`src/rtl/adder_pkg.sv`:
```
`default_nettype none
// ============================================================================
//  Module  : adder_pkg
//  Purpose : Shared definitions for the bit-serial adder/subtractor.
//            Holds the controller state encoding and a small helper function.
//  Ports   : none (package)
//  Rev     : 1.0  initial release
// ============================================================================
package adder_pkg;

  // Controller states. The encoding is fixed so the state register
  // has the same values in every build.
  typedef enum logic [1:0] {
    ST_IDLE = 2'd0,
    ST_RUN  = 2'd1,
    ST_DONE = 2'd2
  } state_e;

  // Operand B as seen by the adder: the one's complement of B when
  // subtracting. The +1 of the two's complement comes in as the
  // initial carry.
  function automatic logic [63:0] cond_invert(input logic [63:0] val, input logic inv);
    return inv ? ~val : val;
  endfunction

endpackage : adder_pkg
`default_nettype wire

```
`src/rtl/fa_cell.sv`:
```
`default_nettype none
// ============================================================================
//  Module  : fa_cell
//  Purpose : Gate-level 1-bit full adder built from two half adders.
//            This is the only arithmetic element in the serial datapath.
//  Ports   : x, y, z  in  1  addend bits and carry-in
//            sum      out 1  x ^ y ^ z
//            carry    out 1  majority(x, y, z)
//  Rev     : 1.0  initial release
// ============================================================================
module fa_cell (
  output logic sum,
  output logic carry,
  input  logic x,
  input  logic y,
  input  logic z
);

  logic ha0_s;
  logic ha0_c;
  logic ha1_c;

  // First half adder: x + y
  assign ha0_s = x ^ y;
  assign ha0_c = x & y;

  // Second half adder: partial sum + carry-in
  assign sum   = ha0_s ^ z;
  assign ha1_c = ha0_s & z;

  // The two half-adder carries can never both be 1, so an OR merges them.
  assign carry = ha0_c | ha1_c;

endmodule : fa_cell
`default_nettype wire

```
`src/rtl/serial_add_sub.sv`:
```
`default_nettype none
// ============================================================================
//  Module  : serial_add_sub
//  Purpose : Bit-serial WIDTH-bit adder/subtractor. Processes one bit per
//            clock, LSB first, using one full-adder cell and one carry flop.
//            A start/busy/done handshake frames each operation. The module
//            returns the carry out of the MSB and the signed-overflow flag.
//  Ports   : clk     in  1      rising-edge clock
//            rst_n   in  1      asynchronous active-low reset
//            start   in  1      operation request, sampled only in IDLE
//            sub     in  1      0: a+b, 1: a-b (sampled with start)
//            a, b    in  WIDTH  operands (sampled with start)
//            busy    out 1      high while an operation is in progress
//            done    out 1      one-cycle pulse; result/cout/ovf valid
//            result  out WIDTH  sum or difference, modulo 2^WIDTH
//            cout    out 1      carry out of MSB (sub: 1 = no borrow)
//            ovf     out 1      signed overflow
//  Rev     : 1.0  initial release
// ============================================================================
module serial_add_sub
  import adder_pkg::*;
#(
  parameter int WIDTH = 8
) (
  input  logic             clk,
  input  logic             rst_n,
  input  logic             start,
  input  logic             sub,
  input  logic [WIDTH-1:0] a,
  input  logic [WIDTH-1:0] b,
  output logic             busy,
  output logic             done,
  output logic [WIDTH-1:0] result,
  output logic             cout,
  output logic             ovf
);

  localparam int             CNT_W    = $clog2(WIDTH);
  localparam logic [CNT_W-1:0] CNT_LAST = CNT_W'(WIDTH - 1);

  state_e             state_q,  state_d;
  logic [CNT_W-1:0]   cnt_q,    cnt_d;
  logic               carry_q,  carry_d;
  logic [WIDTH-1:0]   a_sh_q,   a_sh_d;
  logic [WIDTH-1:0]   b_sh_q,   b_sh_d;
  logic [WIDTH-1:0]   result_q, result_d;
  logic               cout_q,   cout_d;
  logic               ovf_q,    ovf_d;

  logic               bit_sum;
  logic               bit_carry;
  logic [WIDTH-1:0]   b_eff;

  // Serial bit slice: the current LSBs of both shift registers plus the
  // stored carry.
  fa_cell u_fa (
    .sum   (bit_sum),
    .carry (bit_carry),
    .x     (a_sh_q[0]),
    .y     (b_sh_q[0]),
    .z     (carry_q)
  );

  assign b_eff = WIDTH'(cond_invert(64'(b), sub));

  always_comb begin
    state_d  = state_q;
    cnt_d    = cnt_q;
    carry_d  = carry_q;
    a_sh_d   = a_sh_q;
    b_sh_d   = b_sh_q;
    result_d = result_q;
    cout_d   = cout_q;
    ovf_d    = ovf_q;

    case (state_q)
      ST_IDLE: begin
        if (start) begin
          a_sh_d  = a;
          b_sh_d  = b_eff;
          carry_d = sub;        // +1 that completes -b in two's complement
          cnt_d   = '0;
          state_d = ST_RUN;
        end
      end

      ST_RUN: begin
        a_sh_d   = {1'b0, a_sh_q[WIDTH-1:1]};
        b_sh_d   = {1'b0, b_sh_q[WIDTH-1:1]};
        carry_d  = bit_carry;
        // Each new sum bit enters at the MSB. After WIDTH shifts, bit 0
        // has reached the LSB.
        result_d = {bit_sum, result_q[WIDTH-1:1]};
        if (cnt_q == CNT_LAST) begin
          // carry_q is the carry into the MSB here; bit_carry is the
          // carry out of the MSB.
          cout_d  = bit_carry;
          ovf_d   = carry_q ^ bit_carry;
          cnt_d   = '0;
          state_d = ST_DONE;
        end else begin
          cnt_d = cnt_q + CNT_W'(1);
        end
      end

      ST_DONE: begin
        state_d = ST_IDLE;
      end

      default: begin
        state_d = ST_IDLE;
      end
    endcase
  end

  always_ff @(posedge clk or negedge rst_n) begin
    if (!rst_n) begin
      state_q  <= ST_IDLE;
      cnt_q    <= '0;
      carry_q  <= 1'b0;
      a_sh_q   <= '0;
      b_sh_q   <= '0;
      result_q <= '0;
      cout_q   <= 1'b0;
      ovf_q    <= 1'b0;
    end else begin
      state_q  <= state_d;
      cnt_q    <= cnt_d;
      carry_q  <= carry_d;
      a_sh_q   <= a_sh_d;
      b_sh_q   <= b_sh_d;
      result_q <= result_d;
      cout_q   <= cout_d;
      ovf_q    <= ovf_d;
    end
  end

  // Both flags decode only the state register, so no input reaches them
  // through combinational logic.
  assign busy   = (state_q != ST_IDLE);
  assign done   = (state_q == ST_DONE);
  assign result = result_q;
  assign cout   = cout_q;
  assign ovf    = ovf_q;

endmodule : serial_add_sub
`default_nettype wire

```
`config.mk`:
```
export PLATFORM = sky130hd
export DESIGN_NAME = serial_add_sub
export DESIGN_NICKNAME = d
export VERILOG_FILES = /design/src/rtl/adder_pkg.sv /design/src/rtl/fa_cell.sv /design/src/rtl/serial_add_sub.sv
export SDC_FILE = /design/constraint.sdc
export NUM_CORES = 1
export LEC_CHECK = 0
export CORE_UTILIZATION = 48
export DETAILED_ROUTE_END_ITERATION = 12
export DONT_BUFFER_PORTS = 1
export MAX_ROUTING_LAYER = met4
export PLACE_DENSITY = 0.69
export REMOVE_ABC_BUFFERS = 1
export SYNTH_ARGS = -nofsm -noshare
export SYNTH_HDL_FRONTEND = slang
export SYNTH_SLANG_ARGS = --single-unit
export TNS_END_PERCENT = 50
```
`constraint.sdc`:
```
create_clock -name clk -period 1.81 [get_ports clk]
set_input_delay 0.0905 -clock clk [delete_from_list [all_inputs] [get_ports clk]]
set_output_delay 0.0905 -clock clk [all_outputs]
set_load 0.01 [all_outputs]
```
==> tab_implementation.tex, run 1 <==
\begin{tabular}{lr}
\hline
Metric & Value \\
\hline
\multicolumn{2}{l}{\textbf{Run status}} \\
Result of the run & complete, no violations \\
\multicolumn{2}{l}{\textbf{Drt}} \\
Wire length on met1 & 1.23 mm \\
Violation count after the first detailed-route iteration & 17 \\
Top metal layer carrying routed signals & met4 \\
Met3 layer wire length in the routed design & 122 um \\
Routed wl met2 & 1.21 mm \\
Iteration count of the initial detailed-routing pass & 4 \\
Routed wire length & 2.61 mm \\
ANT nets after route & 0 \\
Drc violations & 0 \\
Final routed wire length divided by cell count & 13.9 um \\
Count of vias placed by the detailed router & 1004 \\
Via density per instance & 5.37 \\
\multicolumn{2}{l}{\textbf{Cells and area}} \\
FILL cells & 274 \\
Final Net Count & 165 \\
Share of post-route cells with drive strength above 1 & 17.5\% \\
P\&R area growth vs syn & 13.3\% \\
Cell Count, Final, Fillers Out & 187 \\
Top library cells by usage in the layout, fill and taps aside & dfrtp\_1, o21ai\_0, nor2\_1, nand2\_1, dlygate4sd3\_1 \\
Most frequent standard cell in the layout excluding fill and tap cells & dfrtp\_1 \\
Diodes inserted & 0 \\
\multicolumn{2}{l}{\textbf{Clock network}} \\
TritonCTS clock tree & done \\
Num CTS Buffers & 5 \\
Clock tree buffer depth & 2 \\
Hold bufs inserted after CTS & 10 \\
Worst-skew pair later-pin latency & 0.34 ns \\
Post-CTS Setup Bufs & 0 \\
Maximum level of the CTS H-tree & 2 \\
Clock Sinks & 32 \\
Root buffer cell & clkbuf\_4 \\
Post-cts resize count & 0 \\
Clock transition at path regs & 0.11 ns \\
\multicolumn{2}{l}{\textbf{STA}} \\
Setup repair after global routing missed its margin & false \\
Worst clock skew & 0.0168 ns \\
Endpoints failing hold & 0 \\
Summed negative setup slack over all endpoints & 0 ns \\
Final critical-path share of the clock period & 91.6\% \\
Rel. slew slack & 52.3\% \\
Worst-margin pin slew & 0.715 ns \\
Timing-limited maximum frequency & 603 MHz \\
Final setup violation count & 0 \\
Final number of max-transition violations & 0 \\
Fin crit period & 1.66 ns \\
\multicolumn{2}{l}{\textbf{Floorplan}} \\
Height of the die & 58.3 um \\
Die Footprint & 3400 um2 \\
Placeable core region & 3030 um2 \\
Number of rows in the core area & 20 \\
Die W & 58.3 um \\
Count of pins on the block boundary & 32 \\
Effective utilization at floorplan & 50.2\% \\
\multicolumn{2}{l}{\textbf{Global routing}} \\
Number of antenna violations at the first check in global routing & 0 \\
Total gr overflow & 0 \\
Wire length of the first global-routing pass & 4.64 mm \\
Via count of the first global-routing pass & 1025 \\
Total track usage & 19.1\% \\
Largest net degree at the start of global routing & 33 \\
\multicolumn{2}{l}{\textbf{Synthesis}} \\
Post-synthesis sequential element count & 32 \\
Mapped Avg Cell Area & 11.5 um2 \\
Post-synth cell types & 28 \\
Post-synthesis cell count & 132 \\
Post-synthesis sequential area ratio & 52.7\% \\
Share of synthesized flip-flops with an asynchronous set or reset & 100\% \\
Predominant post-synthesis flop cell & dfrtp\_1 \\
Post-Synthesis Cell Area & 1520 um2 \\
Post-synth EDFFs & 0 \\
Number of warnings reported in the yosys synthesis log & 0 \\
\multicolumn{2}{l}{\textbf{Job}} \\
Number of violations of the max-capacitance limit & 0 \\
\multicolumn{2}{l}{\textbf{Place}} \\
Final estimated routing congestion in global placement & 0.753 \\
Number of placed cells counting well taps & 169 \\
PortBufs & 0 \\
Half-perimeter wire length of the detailed placement result & 1.70 mm \\
\multicolumn{2}{l}{\textbf{Worst setup path}} \\
Class of the most critical setup path & register to register \\
WP data arrival & 1.87 ns \\
Sort of element at the end of the critical path & register \\
Startpoint Class & register \\
Required time reported for the critical path endpoint & 2.02 ns \\
Register-to-register path setup slack & 0.15 ns \\
Maximum fanout along the worst path & 16 \\
\multicolumn{2}{l}{\textbf{Hold path}} \\
Min-Delay Path Class & input pin to register \\
\multicolumn{2}{l}{\textbf{Power}} \\
PD cells & 1580 nW/um2 \\
Leakage power & 0.787 nW \\
Peak supply drop & 0.000738 V \\
\hline
\end{tabular}
## synth_stat cells, types with 3 or more instances
| cell | number | area share (%) |
|---|---|---|
| dfrtp_1 | 32 | 53 |
| o21ai_0 | 11 | 3.6 |
| nand2_1 | 10 | 2.5 |
| nor2_1 | 10 | 2.5 |
| mux2_2 | 8 | 5.9 |
| a21oi_1 | 7 | 2.3 |
| xnor2_1 | 7 | 4.0 |
| a221o_1 | 6 | 4.0 |
| and3b_1 | 6 | 3.5 |
| buf_2 | 5 | 1.6 |
| a22o_1 | 3 | 1.7 |
| inv_1 | 3 | 0.74 |
## power by group
part / leakage [nW] / total, mW / switching (mW) / internal, mW
clock: 0.0412 / 0.545 / 0.257 / 0.288
sequential: 0.405 / 1.29 / 0.271 / 1.02
combinational: 0.341 / 0.890 / 0.398 / 0.492
## state kept, by name, summed over array words and instances, names as in the netlist
name / count
b_sh_q: 8
a_sh_q: 8
ovf: 1
carry_q: 1
cnt_q: 3
cout: 1
result: 8
state_q: 2
## worst max-delay path, stage by stage (launching register included)
cell and delay, ns:
dfrtp_1 0.65, inv_1 0.17, nand3_1 0.10, dlygate4sd3_1 0.54
o21ai_0 0.07
## stage by stage
stage | setup WS, ns | util [%] | power [mW] | hold slack, ns | instance area, um2
floorplan | 0.216 | - | 1.95 | -0.205 | 1460
global placement | 0.291 | 50.6 | 2.12 | -0.204 | 1530
detailed placement | 0.253 | 50.6 | 2.17 | -0.204 | 1530
CTS | 0.177 | 56.9 | 2.76 | 0.00160 | 1720
global route | 0.00444 | 56.9 | 2.96 | 0.0163 | 1720
finish | 0.151 | 56.9 | 2.73 | 0.0125 | 1720
## per-layer routing
layer / vias up / GRT usage [%]
met5: - / -
met4: 0 / 7.14
met3: 6 / 6.25
met2: 26 / 28.9
met1: 490 / 24.0
li1: 482 / -
## kinds of logic (layout without fill, tap and decap cells)
logic type,Yosys count,in the layout,synth area share [%]
flip-flops,32,32,52.7
multiplexers,10,10,7.90
AND/OR/NAND/NOR,34,34,12.5
adder cells (fa/ha/maj),3,3,2.96
AO/OA/AOI/OAI,32,32,14.2
XOR/XNOR,9,9,5.19
buffers and inverters,12,23,4.53
## path summary, 6_finish.rpt
path,cells after the start,to,start
min in group asynchronous,2,ovf,rst_n
setup reg to reg,4,b_sh_q[7],state_q[1]
hold reg to reg,2,a_sh_q[1],a_sh_q[1]
setup / recovery,4,b_sh_q[7],state_q[1]
hold / removal,3,b_sh_q[0],sub
max in group asynchronous,2,a_sh_q[2],rst_n
## area by class of cell
| type | instances | area, um2 | share of cell area [%] |
|---|---|---|---|
| multi-input cells | 88 | 651 | 37.8 |
| clock buffers | 5 | 37.5 | 2.18 |
| clock inverters | 3 | 42.5 | 2.47 |
| flip-flops and latches | 32 | 801 | 46.5 |
| repair buffers | 12 | 125 | 7.26 |
| inverters | 3 | 11.3 | 0.654 |
| well taps | 44 | 55.1 | 3.20 |
Note: power is estimated with default switching activity, not from simulation.
==> run 2: changes to the inputs <==
==> constraint.sdc (replaced) <==
create_clock -name clk -period 2.13 [get_ports clk]
set_input_delay 0.1065 -clock clk [delete_from_list [all_inputs] [get_ports clk]]
set_output_delay 0.1065 -clock clk [all_outputs]
set_load 0.01 [all_outputs]
==> tab_implementation.tex, run 2 (synthesis results as in run 1) <==
\begin{tabular}{lr}
\hline
Metric & Value \\
\hline
\multicolumn{2}{l}{\textbf{Run status}} \\
Result of the run & complete, no violations (unchanged) \\
\multicolumn{2}{l}{\textbf{Power}} \\
Clock power share & 19.8\% (was 20.0\%) \\
Peak supply drop & 0.000564 V (was 0.000738 V) \\
Net Sw Frac & 33.8\% (was 34.0\%) \\
Fraction of power consumed by sequential logic & 48.7\% (was 47.4\%) \\
Total internal power & 1.51 mW (was 1.80 mW) \\
PD cells & 1360 nW/um2 (was 1580 nW/um2) \\
Switching power & 0.775 mW (was 0.927 mW) \\
Leakage power & 0.770 nW (was 0.787 nW) \\
Combinational share of power & 31.5\% (was 32.6\%) \\
\multicolumn{2}{l}{\textbf{STA}} \\
Rel. slew slack & 52.8\% (was 52.3\%) \\
Summed negative setup slack over all endpoints & 0 ns (unchanged) \\
Final critical-path share of the clock period & 77.0\% (was 91.6\%) \\
Worst-margin pin slew & 0.708 ns (was 0.715 ns) \\
Timing-limited maximum frequency & 610 MHz (was 603 MHz) \\
Worst clock skew & 0.00517 ns (was 0.0168 ns) \\
Endpoints failing hold & 0 (unchanged) \\
Setup repair after global routing missed its margin & false (unchanged) \\
Fin crit period & 1.64 ns (was 1.66 ns) \\
Final number of max-transition violations & 0 (unchanged) \\
Final setup violation count & 0 (unchanged) \\
\multicolumn{2}{l}{\textbf{Drt}} \\
Iteration count of the initial detailed-routing pass & 4 (unchanged) \\
Violation count after the first detailed-route iteration & 25 (was 17) \\
Routed wire length & 2.55 mm (was 2.61 mm) \\
Via density per instance & 5.34 (was 5.37) \\
Count of vias placed by the detailed router & 978 (was 1004) \\
Drc violations & 0 (unchanged) \\
Final routed wire length divided by cell count & 13.9 um (about the same) \\
ANT nets after route & 0 (unchanged) \\
\multicolumn{2}{l}{\textbf{Floorplan}} \\
Height of the die & 58.3 um (unchanged) \\
Die W & 58.3 um (unchanged) \\
Count of pins on the block boundary & 32 (unchanged) \\
Die Footprint & 3400 um2 (unchanged) \\
Placeable core region & 3030 um2 (unchanged) \\
Effective utilization at floorplan & 50.2\% (unchanged) \\
Number of rows in the core area & 20 (unchanged) \\
\multicolumn{2}{l}{\textbf{Worst setup path}} \\
WP data arrival & 1.84 ns (was 1.87 ns) \\
Sort of element at the end of the critical path & register (unchanged) \\
Reg-to-Reg End & b\_sh\_q[7] (unchanged) \\
Startpoint Class & register (unchanged) \\
Maximum single-stage delay on the critical path & 0.63 ns (was 0.65 ns) \\
Maximum fanout along the worst path & 16 (unchanged) \\
Cells on worst reg2reg path & 4 (unchanged) \\
Required time reported for the critical path endpoint & 2.33 ns (was 2.02 ns) \\
Kind of cell adding the most delay to the critical path & buffers and inverters (unchanged) \\
RR Startpoint & state\_q[1] (unchanged) \\
CP max-delay cell & dfrtp\_1 (unchanged) \\
Combined buffer and inverter count along the critical path & 2 (unchanged) \\
Worst path cell trace & inv\_1 -> nand3\_1 -> dlygate4sd3\_1 -> o21ai\_0 (unchanged) \\
Class of the most critical setup path & register to register (unchanged) \\
Register-to-register path setup slack & 0.49 ns (was 0.15 ns) \\
\multicolumn{2}{l}{\textbf{Global routing}} \\
Busiest layer in global routing & met2 (unchanged) \\
Via count of the first global-routing pass & 976 (was 1025) \\
Largest net degree at the start of global routing & 33 (unchanged) \\
Total track usage & 17.5\% (was 19.1\%) \\
Met1 usage & 22.5\% (was 24.0\%) \\
Total gr overflow & 0 (unchanged) \\
Number of antenna violations at the first check in global routing & 0 (unchanged) \\
GRT met3 Usage & 4.91\% (was 6.25\%) \\
Wire length of the first global-routing pass & 4.26 mm (was 4.64 mm) \\
Global Route met2 Usage & 25.6\% (was 28.9\%) \\
\multicolumn{2}{l}{\textbf{Clock network}} \\
TritonCTS clock tree & done (unchanged) \\
Maximum level of the CTS H-tree & 2 (unchanged) \\
Clock tree buffer depth & 2 (unchanged) \\
Root buffer cell & clkbuf\_4 (unchanged) \\
Post-CTS Setup Bufs & 0 (unchanged) \\
Worst-skew pair later-pin latency & 0.33 ns (was 0.34 ns) \\
Post-cts resize count & 0 (unchanged) \\
Clock Sinks & 32 (unchanged) \\
Num CTS Buffers & 5 (unchanged) \\
Clock transition at path regs & 0.10 ns (was 0.11 ns) \\
\multicolumn{2}{l}{\textbf{Cells and area}} \\
Sequential cell area in the final layout & 801 um2 (unchanged) \\
Multi-input gate area in the final layout & 651 um2 (unchanged) \\
P\&R area growth vs syn & 10.9\% (was 13.3\%) \\
Share of post-route cells with drive strength above 1 & 17.3\% (was 17.5\%) \\
FILL cells & 260 (was 274) \\
Most frequent standard cell in the layout excluding fill and tap cells & dfrtp\_1 (unchanged) \\
Diodes inserted & 0 (unchanged) \\
Top library cells by usage in the layout, fill and taps aside & dfrtp\_1, o21ai\_0, nor2\_1, nand2\_1, mux2\_2 (was dfrtp\_1, o21ai\_0, nor2\_1, nand2\_1, dlygate4sd3\_1) \\
Share of the core filled with cells in the final layout & 55.7\% (was 56.9\%) \\
Final Net Count & 161 (was 165) \\
\multicolumn{2}{l}{\textbf{Hold path}} \\
Min-Delay Path Class & input pin to register (unchanged) \\
Critical hold path startpoint & sub (unchanged) \\
Worst Hold Path EP & carry\_q (was b\_sh\_q[0]) \\
Worst hold path stage count & 2 (was 3) \\
\multicolumn{2}{l}{\textbf{Place}} \\
Final estimated routing congestion in global placement & 0.744 (was 0.753) \\
PortBufs & 0 (unchanged) \\
Half-perimeter wire length of the detailed placement result & 1.70 mm (about the same) \\
\multicolumn{2}{l}{\textbf{Job}} \\
Number of violations of the max-capacitance limit & 0 (unchanged) \\
\hline
\end{tabular}
[run 2: how the worst max path moves through the flow]
stage / cells past startpoint / to / startpoint / slack [ns]
after floorplan: 3 / cout / state_q[0] / 0.54
after global placement: 3 / ovf / state_q[0] / 0.56
after detailed placement: 3 / cout / state_q[0] / 0.52
after CTS: 4 / b_sh_q[7] / state_q[1] / 0.50
after global routing: 4 / b_sh_q[7] / state_q[1] / 0.37
final: 4 / b_sh_q[7] / state_q[1] / 0.49
[run 2: layout make-up]
type / instances / share of cell area [%]
clock buffer: 5 / 2.23
timing repair buffer: 8 / 5.20
tap: 44 / 3.27
clock inverter: 3 / 2.52
multi-input combinational: 88 / 38.6
inverter: 3 / 0.668
sequential: 32 / 47.5
[run 2: what timing repair did]
| item | 4_1_cts | 5_1_grt |
|---|---|---|
| endpoints found under the hold margin | 35 | 0 |
| hold buffers | 7 | 0 |
| endpoints found under the setup margin | 0 | 0 |
[run 2: per-stage QoR]
step           cells  area [um2]  hold WS [ns]  total power [mW]  setup WS [ns]
2_1_floorplan    123        1460        -0.189              1.66          0.536
3_3_place_gp     168        1530        -0.188              1.79          0.564
3_5_place_dp     168        1530        -0.188              1.83          0.516
4_1_cts          183        1690     0.0000904              2.32          0.500
5_1_grt          183        1690        0.0259              2.47          0.369
6_report         183        1690        0.0108              2.29          0.490
[run 2: layer usage]
layer  part of all wire [%]  vias to the layer above
met5                      0                        -
met1                     46                      478
met2                     49                       25
li1                       -                      473
met3                    4.3                        2
met4                   0.78                        0
[run 2: power by group through the flow]
stage	clock network (mW)	registers [mW]	logic, mW
detailed placement	0	1.13	0.704
CTS	0.469	1.12	0.733
floorplan	0	1.09	0.572
global route	0.490	1.16	0.820
finish	0.454	1.12	0.720
global placement	0	1.12	0.671
